[config.mk]
export PLATFORM = sky130hd
export DESIGN_NAME = deser_ab_ctrl_flat
export DESIGN_NICKNAME = d
export VERILOG_FILES = /design/src/rtl/deser_ab_ctrl_if.sv /design/src/rtl/deser_ab_ctrl.sv /design/src/flat_wrapper.sv
export SDC_FILE = /design/constraint.sdc
export NUM_CORES = 1
export LEC_CHECK = 0
export ABC_AREA = 1
export BUFFER_PORTS_ARGS = -buffer_cell sky130_fd_sc_hd__buf_4
export CORE_UTILIZATION = 45
export DETAILED_ROUTE_END_ITERATION = 8
export PLACE_DENSITY = 0.69
export RECOVER_POWER = 50
export SLEW_MARGIN = 25
export SYNTH_ARGS = -nofsm -noshare
export SYNTH_HDL_FRONTEND = slang
export SYNTH_SLANG_ARGS = --single-unit
[constraint.sdc]
create_clock -name clk80 -period 1.55 [get_ports clk80]
set_clock_uncertainty 0.1 [all_clocks]
set_input_delay 0.0775 -clock clk80 [delete_from_list [all_inputs] [get_ports clk80]]
set_output_delay 0.0775 -clock clk80 [all_outputs]
set_load 0.01 [all_outputs]
[src/rtl/deser_ab_ctrl_if.sv]
// Control/data bundle between the A/B alignment sequencer and its channel:
// run request, PLL status, demuxed streams, and the sequencer's status outputs.
interface deser_ab_ctrl_if;
    logic       start;
    logic       pll_lock;
    logic [1:0] dinA;
    logic [1:0] dinB;
    logic       demux_en;
    logic       bitslip;
    logic       locked;
    logic       fail;
    logic [2:0] slip_count;
    logic [2:0] state_dbg;

    modport master (
        output start, pll_lock, dinA, dinB,
        input  demux_en, bitslip, locked, fail, slip_count, state_dbg
    );

    modport slave (
        input  start, pll_lock, dinA, dinB,
        output demux_en, bitslip, locked, fail, slip_count, state_dbg
    );
endinterface

[src/rtl/deser_ab_ctrl.sv]
// A/B demux word-alignment sequencer: settles, checks the training word, bitslips until aligned.
// Optional macro DESER_AB_CTRL_RETRY_EN: FAIL auto-retries after RETRY_CYC cycles instead of being sticky.
module deser_ab_ctrl #(
    parameter int         SETTLE_CYC = 8,
    parameter int         MATCH_LEN  = 16,
    parameter int         MAX_SLIP   = 3,
    parameter logic [1:0] TRAIN_A    = 2'b10,
    parameter logic [1:0] TRAIN_B    = 2'b01,
    parameter int         RETRY_CYC  = 32
) (
    input  logic           clk80,
    input  logic           reset,
    deser_ab_ctrl_if.slave bus
);
    typedef enum logic [2:0] {
        WAIT   = 3'd0,
        SETTLE = 3'd1,
        CHECK  = 3'd2,
        SLIP   = 3'd3,
        LOCKED = 3'd4,
        FAIL   = 3'd5
    } state_t;

    // One shared down/up counter serves settle, match and retry timing.
    localparam int CNT_MAX_SM = (SETTLE_CYC > MATCH_LEN) ? SETTLE_CYC : MATCH_LEN;
    localparam int CNT_MAX    = (CNT_MAX_SM > RETRY_CYC) ? CNT_MAX_SM : RETRY_CYC;
    localparam int CNT_W      = $clog2(CNT_MAX + 1);

    localparam logic [CNT_W-1:0] SETTLE_LOAD = CNT_W'(SETTLE_CYC - 1);
    localparam logic [CNT_W-1:0] MATCH_LAST  = CNT_W'(MATCH_LEN - 1);
    localparam logic [2:0]       SLIP_LIMIT  = 3'(MAX_SLIP);
`ifdef DESER_AB_CTRL_RETRY_EN
    localparam logic [CNT_W-1:0] RETRY_LOAD  = CNT_W'(RETRY_CYC - 1);
`endif

    state_t           r_state;
    logic [CNT_W-1:0] r_cnt;
    logic [2:0]       r_slip_count;
    logic             r_demux_en;
    logic             r_bitslip;
    logic             r_locked;
    logic             r_fail;

    state_t           w_state_next;
    logic [CNT_W-1:0] w_cnt_next;
    logic [2:0]       w_slip_next;
    logic             w_match;
    logic             w_run;

    assign w_match = (bus.dinA == TRAIN_A) && (bus.dinB == TRAIN_B);
    assign w_run   = bus.start && bus.pll_lock;

    always_comb begin
        w_state_next = r_state;
        w_cnt_next   = r_cnt;
        w_slip_next  = r_slip_count;
        if (!w_run) begin
            w_state_next = WAIT;
        end else begin
            case (r_state)
                WAIT: begin
                    w_state_next = SETTLE;
                    w_cnt_next   = SETTLE_LOAD;
                    w_slip_next  = '0;
                end
                SETTLE: begin
                    if (r_cnt == '0) begin
                        w_state_next = CHECK;
                        w_cnt_next   = '0;
                    end else begin
                        w_cnt_next = r_cnt - 1'b1;
                    end
                end
                CHECK: begin
                    if (w_match) begin
                        if (r_cnt == MATCH_LAST) begin
                            w_state_next = LOCKED;
                        end else begin
                            w_cnt_next = r_cnt + 1'b1;
                        end
                    end else if (r_slip_count < SLIP_LIMIT) begin
                        w_state_next = SLIP;
                        w_slip_next  = r_slip_count + 1'b1;
                    end else begin
                        w_state_next = FAIL;
`ifdef DESER_AB_CTRL_RETRY_EN
                        w_cnt_next   = RETRY_LOAD;
`endif
                    end
                end
                SLIP: begin
                    w_state_next = SETTLE;
                    w_cnt_next   = SETTLE_LOAD;
                end
                LOCKED: begin
                    w_state_next = LOCKED;
                end
                FAIL: begin
`ifdef DESER_AB_CTRL_RETRY_EN
                    if (r_cnt == '0) begin
                        w_state_next = SETTLE;
                        w_cnt_next   = SETTLE_LOAD;
                        w_slip_next  = '0;
                    end else begin
                        w_cnt_next = r_cnt - 1'b1;
                    end
`else
                    w_state_next = FAIL;
`endif
                end
                default: begin
                    w_state_next = WAIT;
                end
            endcase
        end
    end

    // Outputs are decoded from the next state so they change on the same edge as the state.
    always_ff @(posedge clk80 or posedge reset) begin
        if (reset) begin
            r_state      <= WAIT;
            r_cnt        <= '0;
            r_slip_count <= '0;
            r_demux_en   <= 1'b0;
            r_bitslip    <= 1'b0;
            r_locked     <= 1'b0;
            r_fail       <= 1'b0;
        end else begin
            r_state      <= w_state_next;
            r_cnt        <= w_cnt_next;
            r_slip_count <= w_slip_next;
            r_demux_en   <= (w_state_next == SETTLE) || (w_state_next == CHECK) ||
                            (w_state_next == SLIP)   || (w_state_next == LOCKED);
            r_bitslip    <= (w_state_next == SLIP);
            r_locked     <= (w_state_next == LOCKED);
            r_fail       <= (w_state_next == FAIL);
        end
    end

    assign bus.demux_en   = r_demux_en;
    assign bus.bitslip    = r_bitslip;
    assign bus.locked     = r_locked;
    assign bus.fail       = r_fail;
    assign bus.slip_count = r_slip_count;
    assign bus.state_dbg  = r_state;
endmodule

[src/flat_wrapper.sv]
// flat-port wrapper written by rule: the top's interface ports become plain ports
module deser_ab_ctrl_flat 
#(
    parameter int         SETTLE_CYC = 8,
    parameter int         MATCH_LEN  = 16,
    parameter int         MAX_SLIP   = 3,
    parameter logic [1:0] TRAIN_A    = 2'b10,
    parameter logic [1:0] TRAIN_B    = 2'b01,
    parameter int         RETRY_CYC  = 32
)
  (clk80, reset, bus_start, bus_pll_lock, bus_dinA, bus_dinB, bus_demux_en, bus_bitslip, bus_locked, bus_fail, bus_slip_count, bus_state_dbg);
  deser_ab_ctrl_if bus_i ();
  input  logic clk80;
  input  logic reset;
  input wire logic [$bits(bus_i.start)-1:0] bus_start;
  input wire logic [$bits(bus_i.pll_lock)-1:0] bus_pll_lock;
  input wire logic [$bits(bus_i.dinA)-1:0] bus_dinA;
  input wire logic [$bits(bus_i.dinB)-1:0] bus_dinB;
  output wire logic [$bits(bus_i.demux_en)-1:0] bus_demux_en;
  output wire logic [$bits(bus_i.bitslip)-1:0] bus_bitslip;
  output wire logic [$bits(bus_i.locked)-1:0] bus_locked;
  output wire logic [$bits(bus_i.fail)-1:0] bus_fail;
  output wire logic [$bits(bus_i.slip_count)-1:0] bus_slip_count;
  output wire logic [$bits(bus_i.state_dbg)-1:0] bus_state_dbg;
  assign bus_i.start = bus_start;
  assign bus_i.pll_lock = bus_pll_lock;
  assign bus_i.dinA = bus_dinA;
  assign bus_i.dinB = bus_dinB;
  assign bus_demux_en = bus_i.demux_en;
  assign bus_bitslip = bus_i.bitslip;
  assign bus_locked = bus_i.locked;
  assign bus_fail = bus_i.fail;
  assign bus_slip_count = bus_i.slip_count;
  assign bus_state_dbg = bus_i.state_dbg;
  deser_ab_ctrl #(.SETTLE_CYC(SETTLE_CYC), .MATCH_LEN(MATCH_LEN), .MAX_SLIP(MAX_SLIP), .TRAIN_A(TRAIN_A), .TRAIN_B(TRAIN_B), .RETRY_CYC(RETRY_CYC)) u_core (.clk80(clk80), .reset(reset), .bus(bus_i));
endmodule
==> results of run 1 <==
==> critical path: cells and delay by family (launching register included) <==
family,cells,cell delay (ns)
AOI/OAI and AO/OA,1,0.04
adders and majority gates,1,0.20
buffers and inverters,1,0.07
DFF,1,0.41
and+or+nand+nor,7,0.62
==> repair_timing <==
item,in CTS,in global routing
pin swaps,0,6
endpoints found under the hold margin,17,0
gates resized for setup,0,20
hold buffers,3,0
setup endpoints to repair,1,11
setup buffers,1,1
==> sequential cells by signal, summed over array words and instances (netlist names) <==
| signal | cells |
|---|---|
| u_core.r_cnt | 6 |
| u_core.bus.slip_count | 3 |
| u_core.bus.state_dbg | 3 |
| u_core.bus.bitslip | 1 |
| u_core.bus.demux_en | 1 |
| u_core.bus.fail | 1 |
| u_core.bus.locked | 1 |
==> layer usage <==
layer | track usage | wire length [µm] | share of wire
met1 | 0.270 | 1210 | 0.50
met2 | 0.327 | 1120 | 0.46
met3 | 0.0357 | 82 | 0.034
met4 | 0.0856 | 17 | 0.0070
met5 | 0 | 0 | 0
==> final timing paths <==
path                                                      startpoint                                   end  depth (start not counted)
worst max-delay path                     u_core.r_cnt[1]$_DFFE_PP0P_           u_core.r_cnt[3]$_DFFE_PP0P_                         10
worst min-delay path                                       bus_start           u_core.bus.locked$_DFF_PP0_                          5
worst max register to register           u_core.r_cnt[1]$_DFFE_PP0P_           u_core.r_cnt[3]$_DFFE_PP0P_                         10
worst min register to register  u_core.bus.slip_count[2]$_DFFE_PP0P_  u_core.bus.slip_count[2]$_DFFE_PP0P_                          2
max in group asynchronous                                      reset     u_core.bus.state_dbg[2]$_DFF_PP0_                          3
min in group asynchronous                                      reset           u_core.r_cnt[1]$_DFFE_PP0P_                          3
==> power by group <==
group          internal (µW)  switching [µW]  total (µW)
Combinational            106             123         229
Clock                    143             151         294
Sequential               436            26.7         463
==> stage by stage <==
stage / setup slack [ns] / util
global route: -0.0567 / 0.635
global placement: 0.0335 / 0.578
detailed placement: 0.0149 / 0.578
floorplan: 0.126 / -
CTS: 0.0211 / 0.610
finish: 0.00758 / 0.635
==> cell type report <==
class,instances,area [µm²],area share
Clock buffer,4,36.3,0.0253
Inverter,23,93.8,0.0656
Multi-Input combinational cell,108,651,0.455
Sequential cell,16,402,0.281
Tap cell,28,35.0,0.0245
Timing Repair Buffer,30,214,0.149
==> cell families (layout without fill, tap and decap cells) <==
group / Yosys count / in the layout / synth area share
buffers and inverters: 25 / 57 / 0.0979
AND/OR/NAND/NOR: 82 / 82 / 0.351
flip-flops: 16 / 16 / 0.364
XOR/XNOR: 2 / 2 / 0.0159
AO/OA/AOI/OAI: 20 / 20 / 0.125
adder cells (fa/ha/maj): 4 / 4 / 0.0456
==> cell usage after synthesis (2+ instances only) <==
cell type,count,area [µm²]
nand4_1,3,18.8
a21oi_1,2,10.0
o21ai_1,4,20.0
o21ai_2,3,26.3
inv_2,3,11.3
nand3_1,16,80.1
nor2_4,2,22.5
inv_1,18,67.6
nor2_1,14,52.6
ha_1,4,50.1
nand2_2,5,31.3
dfrtp_1,16,400
nand2_1,37,139
o21ai_0,6,30.0
==> results.md, run 1 <==
- Status: finished clean
- Max incr delay on CP: 0.41 ns
- Post-route insts no fill: between 200 and 250
- Post-synthesis sequential area ratio: 0.364
- Layout area overhead: 30.3%
- WS Path Type: reg2reg
- Post-route cell area: ~0.0014 mm²
- Fillers: 220
- Pwr dens: 689 mW/mm²
- Avg Inst Size Synth: around 7.4 µm²
- Syn nets: 161
- N_diodes: 0
- WL final: between 2000 and 2500 µm
- Vias per cell: 4.86
- Setup TNS: 0 ns
- CTS tree: built
- DP Cell Count: 200
- Max cap viols: 0
- Number of synthesized flops with an enable pin: 0
- RSZ-0062 raised after global routing: true
- DR WL/cell: 11.7 µm
- Detailed Routing Iterations Pass 1: 4
- Required @ worst endpoint: roughly 1.7 ns
- Main synth FF type: dfrtp_1
- Crit path arrival time: 1.64 ns
- Clock latency on the worst-skew pair: ~0.30 ns
- Largest net degree at the start of global routing: 17
- Vias in the first global route: slightly below 1000
- Die Height: just over 50 µm
- Hold_ws: about 0.12 ns
- Reg clk slew, reported paths: 0.11 ns
- # port buffers: 17
- Ys Warns: 0
- Seq cells post-synth: 16
- Htree depth: 1
- Slew Limit Fails: 0
- CP max FO: 8
- Slew HR: 0.584
- Max clock buf depth: 2
- Root Driver: clkbuf_4
- Row count: 17
- CTS Sinks: 16
- Worst setup SP type: register
- CP most frequent cell: nand2_2
- Drt initial violations: 13
- Max rail drop VDD: 0.557 mV
- Worst-Margin Slew: 0.624 ns
- Cell Chain, Critical Path: ha_2 -> nand2_2 -> nor2_4 -> nand2_1 -> nand2_2 -> nand2_2 -> nand2_4 -> inv_8 -> nand2_2 -> o21ai_2
- Hold/Removal Path Class: in2reg
- Num CTS Buffers: 3
- Leak: about 0.00073 µW
- Post-route DRC: 0
- Synthesized area: about 0.0011 mm²
- Yosys cell types: 30
- DP Area: 0.00130 mm²
- Global-route wire length before repair: between 3000 and 4000 µm
- Post-layout min period: 1.54 ns
- Final period utilization: 0.995
- Antenna Violating Nets Remaining: 0
- Post-synth ARST share: 1.00
- Grt ovf: 0
- Vias: between 1000 and 1500
- Boundary Pins: 18
- Core ar.: ~0.0023 mm²
- Die X: a little over 50 µm
- Final hold viol count: 0
- Flop2flop setup slack: approximately 0.0076 ns
- # nets final: ~190
- Share of post-route cells with drive strength above 1: 0.331
- Die area: approximately 0.0026 mm²
- Most frequent cells in the layout: nand2_1, buf_4, inv_1
- Critical path's slowest cell: dfrtp_1
- Starting Density: 0.487
- Initial antenna violation count: 0
- Gr usage total: 0.204
- Cell count after synthesis: about 150
- Pwr Total: 986 µW
- Worst setup EP type: register
- Final Wtd Congestion: roughly 0.9
- DP Wirelength: between 1500 and 2000 µm
- Final setup viols: 0
- Fmax: around 650 MHz
- Most common cell after layout, fill and taps aside: nand2_1
No activity file was read; power rests on OpenSTA's default activity.
==> inputs of run 2 (changes only) <==
- ABC_AREA: 1 -> unset
==> run 2 against run 1 <==
  * Non-clock buffer count grew 27
  * Synthesized area shrank 0.57%
  * Count of clock-buffer cells in the layout is the same
  * Register-to-register slack lost 0.33 ns
  * Final area grew 16%
  * Setup slack lost 0.33 ns
  * Wire length grew 33%
  * Largest cell class unchanged
  * The run now ends with negative setup slack left
  * Global-route usage grew 5.7 points
==> results.md, run 2 <==
- Die Height: 51.3 µm (-0.28%)
- Post-route insts no fill: 195 (-6.7%)
- DP Area: 0.00145 mm² (+12%)
- Final Wtd Congestion: 0.887 (-1.2%)
- CP delay by family, top: simple AND/OR/NAND/NOR gates
- CP bufs+invs: 3 (+2)
- Initial antenna violation count: 0 (unchanged)
- Most common cell after layout, fill and taps aside: buf_4
- Antenna Violating Nets Remaining: 0 (unchanged)
- Htree depth: 1 (unchanged)
- WS Path Type: reg2reg
- Fillers: 171 (-22%)
- Top cell type by total area after synthesis: dfrtp_1
- Root Driver: clkbuf_4
- Worst-Margin Slew: 0.637 ns (+0.0134 ns)
- CP max FO: 4 (-4)
- Max rail drop VDD: 0.711 mV (+28%)
- Most frequent cells in the layout: buf_4, dfrtp_1, nor2_1
- Post-synthesis sequential area ratio: 0.367 (+0.00209)
- Share of post-route cells with drive strength above 1: 0.521 (+0.189)
- N_diodes: 0 (unchanged)
- Final hold viol count: 0 (unchanged)
- Vias in the first global route: 1096 (+13%)
- Pwr dens: 687 mW/mm² (-0.21%)
- Post-synth top area share: 0.367 (+0.00209)
- Leak: 0.000763 µW (+4.5%)
- Largest net degree at the start of global routing: 17 (unchanged)
- Seq cells post-synth: 16 (unchanged)
- CP most frequent cell: buf_4
- Drt initial violations: 47 (+34)
- Final worst slack: -0.320 ns (-0.328 ns)
- Post-route DRC: 0 (unchanged)
- Largest register FFs: 6 (unchanged)
- CTS tree: built
- Status: finished, violations left
- Cell count after synthesis: 112 (-25%)
- Main area contributors after synthesis: dfrtp_1, buf_6, ha_1
- Main synth FF type: dfrtp_1
- DP Wirelength: 2190 µm (+22%)
- DR WL/cell: 16.6 µm (+42%)
- Vias per cell: 5.96 (+23%)
- Post-synth ARST share: 1.00 (unchanged)
- Max incr delay on CP: 0.41 ns (about the same)
- Core ar.: 0.00225 mm² (unchanged)
- Max cap viols: 0 (unchanged)
- Slew HR: 0.575 (-0.00891)
- Crit path arrival time: 1.95 ns (+0.31 ns)
- Top reg by flops: u_core.r_cnt
- Number of synthesized flops with an enable pin: 0 (unchanged)
- Die area: 0.00263 mm² (-0.56%)
- Vias: 1162 (+14%)
- Synthesized area: 0.00109 mm² (-0.57%)
- Fmax: 535 MHz (-18%)
- WL final: 3240 µm (+33%)
- CTS Sinks: 16 (unchanged)
- # port buffers: 17 (unchanged)
- Syn nets: 124 (-23%)
- Top cells by count, synth: dfrtp_1, nor2_1, inv_1
- Detailed Routing Iterations Pass 1: 4 (unchanged)
- # nets final: 180 (-7.2%)
- Gr usage total: 0.261 (+0.0566)
- DP Cell Count: 183 (-8.5%)
- Grt ovf: 0 (unchanged)
- Required @ worst endpoint: 1.63 ns (-0.02 ns)
- Clock latency on the worst-skew pair: 0.29 ns (about the same)
- Avg Inst Size Synth: 9.75 µm² (+32%)
- Count leader, synth: dfrtp_1
- Worst setup SP type: register
- Critical path's slowest cell: dfrtp_1
- Hold_ws: 0.0885 ns (-0.0331 ns)
- Worst setup EP type: register
- Final period utilization: 1.21 (+0.211)
- Final setup viols: 12 (+12)
- RSZ-0062 raised after global routing: true
- Yosys cell types: 46 (+53%)
- Clock power share: 0.254 (-0.044)
- Pwr Total: 1140 µW (+15%)
- Layout area overhead: 51.4%
- Register share of total power: 0.405 (-0.064)
- Switching part of the total: 0.315 (+0.0102)
- Slew Limit Fails: 0 (unchanged)
- Failing checks: negative setup slack
- Starting Density: 0.484 (-0.00277)
- P_int: 779 µW (+14%)
- Reg clk slew, reported paths: 0.10 ns (about the same)
- Combinational fraction of design power: 0.342 (+0.109)
- Cell Chain, Critical Path: buf_6 -> nor4_4 -> buf_4 -> and2_4 -> a221o_1 -> buf_4 -> nor2_2
- Hold/Removal Path Class: in2reg
- Num CTS Buffers: 3 (unchanged)
- Post-route cell area: 0.00165 mm² (+16%)
- Max clock buf depth: 2 (unchanged)
- Row count: 17 (unchanged)
- Post-layout min period: 1.87 ns (+0.328 ns)
- Boundary Pins: 18 (unchanged)
- Global-route wire length before repair: 5060 µm (+27%)
- Ys Warns: 0 (unchanged)
- Die X: 51.3 µm (-0.28%)
- Net load switching power: 358 µW (+19%)
## run 2: worst register-to-register path, cell delays in order (launching register included)
cell and delay [ns]:
dfrtp_1 0.41, buf_6 0.14, nor4_4 0.37, buf_4 0.19
and2_4 0.16, a221o_1 0.23, buf_4 0.14, nor2_2 0.03
## run 2: per-layer routing
| metal | vias up | routed length (µm) | GRT usage | share of wire |
|---|---|---|---|---|
| met5 | - | 0 | 0 | 0 |
| met4 | 0 | 77 | 0.108 | 0.024 |
| met2 | 39 | 1660 | 0.450 | 0.51 |
| li1 | 525 | - | - | - |
| met1 | 586 | 1360 | 0.325 | 0.42 |
| met3 | 12 | 139 | 0.0357 | 0.043 |
## run 2: final timing paths
path	start	endpoint	slack, ns	cells past startpoint
setup / recovery	u_core.r_cnt[2]$_DFFE_PP0P_	u_core.bus.state_dbg[0]$_DFF_PP0_	-0.32	7
hold / removal	bus_pll_lock	u_core.bus.state_dbg[0]$_DFF_PP0_	0.09	3
setup reg to reg	u_core.r_cnt[2]$_DFFE_PP0P_	u_core.bus.state_dbg[0]$_DFF_PP0_	-0.32	7
hold reg to reg	u_core.bus.slip_count[0]$_DFFE_PP0P_	u_core.bus.slip_count[0]$_DFFE_PP0P_	0.46	1
max in group asynchronous	reset	u_core.bus.state_dbg[0]$_DFF_PP0_	0.58	3
min in group asynchronous	reset	u_core.bus.slip_count[0]$_DFFE_PP0P_	0.32	3
## run 2: kinds of logic (layout without fill, tap and decap cells)
kind of cell	after synthesis	in the layout	share of synthesized area
buffers and inverters	14	69	0.0836
AO/OA/AOI/OAI	33	33	0.244
XOR/XNOR	1	1	0.00802
adder cells (fa/ha/maj)	4	4	0.0458
AND/OR/NAND/NOR	43	43	0.243
multiplexers	1	1	0.00916
flip-flops	16	16	0.367
## run 2: final cells by class
type                            instances  area, µm²  area share
Clock buffer                            4       36.3      0.0219
Inverter                                8       30.0      0.0182
Multi-Input combinational cell         82        716       0.433
Sequential cell                        16        403       0.244
Tap cell                               28       35.0      0.0212
Timing Repair Buffer                   57        434       0.262
## run 2: power by group through the flow
| stage | clock [µW] | combinational (µW) | sequential, µW |
|---|---|---|---|
| after floorplan | 0 | 176 | 468 |
| after global placement | 0 | 289 | 467 |
| after detailed placement | 0 | 295 | 469 |
| after CTS | 292 | 333 | 460 |
| after global routing | 304 | 412 | 461 |
| final | 289 | 389 | 460 |
## run 2: per-stage QoR
| stage | TNS, ns | util | setup WS [ns] |
|---|---|---|---|
| CTS | -1.67 | 0.701 | -0.228 |
| global placement | -1.32 | 0.644 | -0.229 |
| floorplan | -0.928 | - | -0.200 |
| global route | -3.15 | 0.734 | -0.371 |
| detailed placement | -1.75 | 0.644 | -0.286 |
| finish | -2.65 | 0.734 | -0.320 |
## run 2: repair_timing
action	4_1_cts	5_1_grt
setup buffers	3	4
endpoints found under the hold margin	16	0
gates resized for setup	13	15
setup endpoints to repair	13	14
hold buffers	1	0
pin swaps	6	6
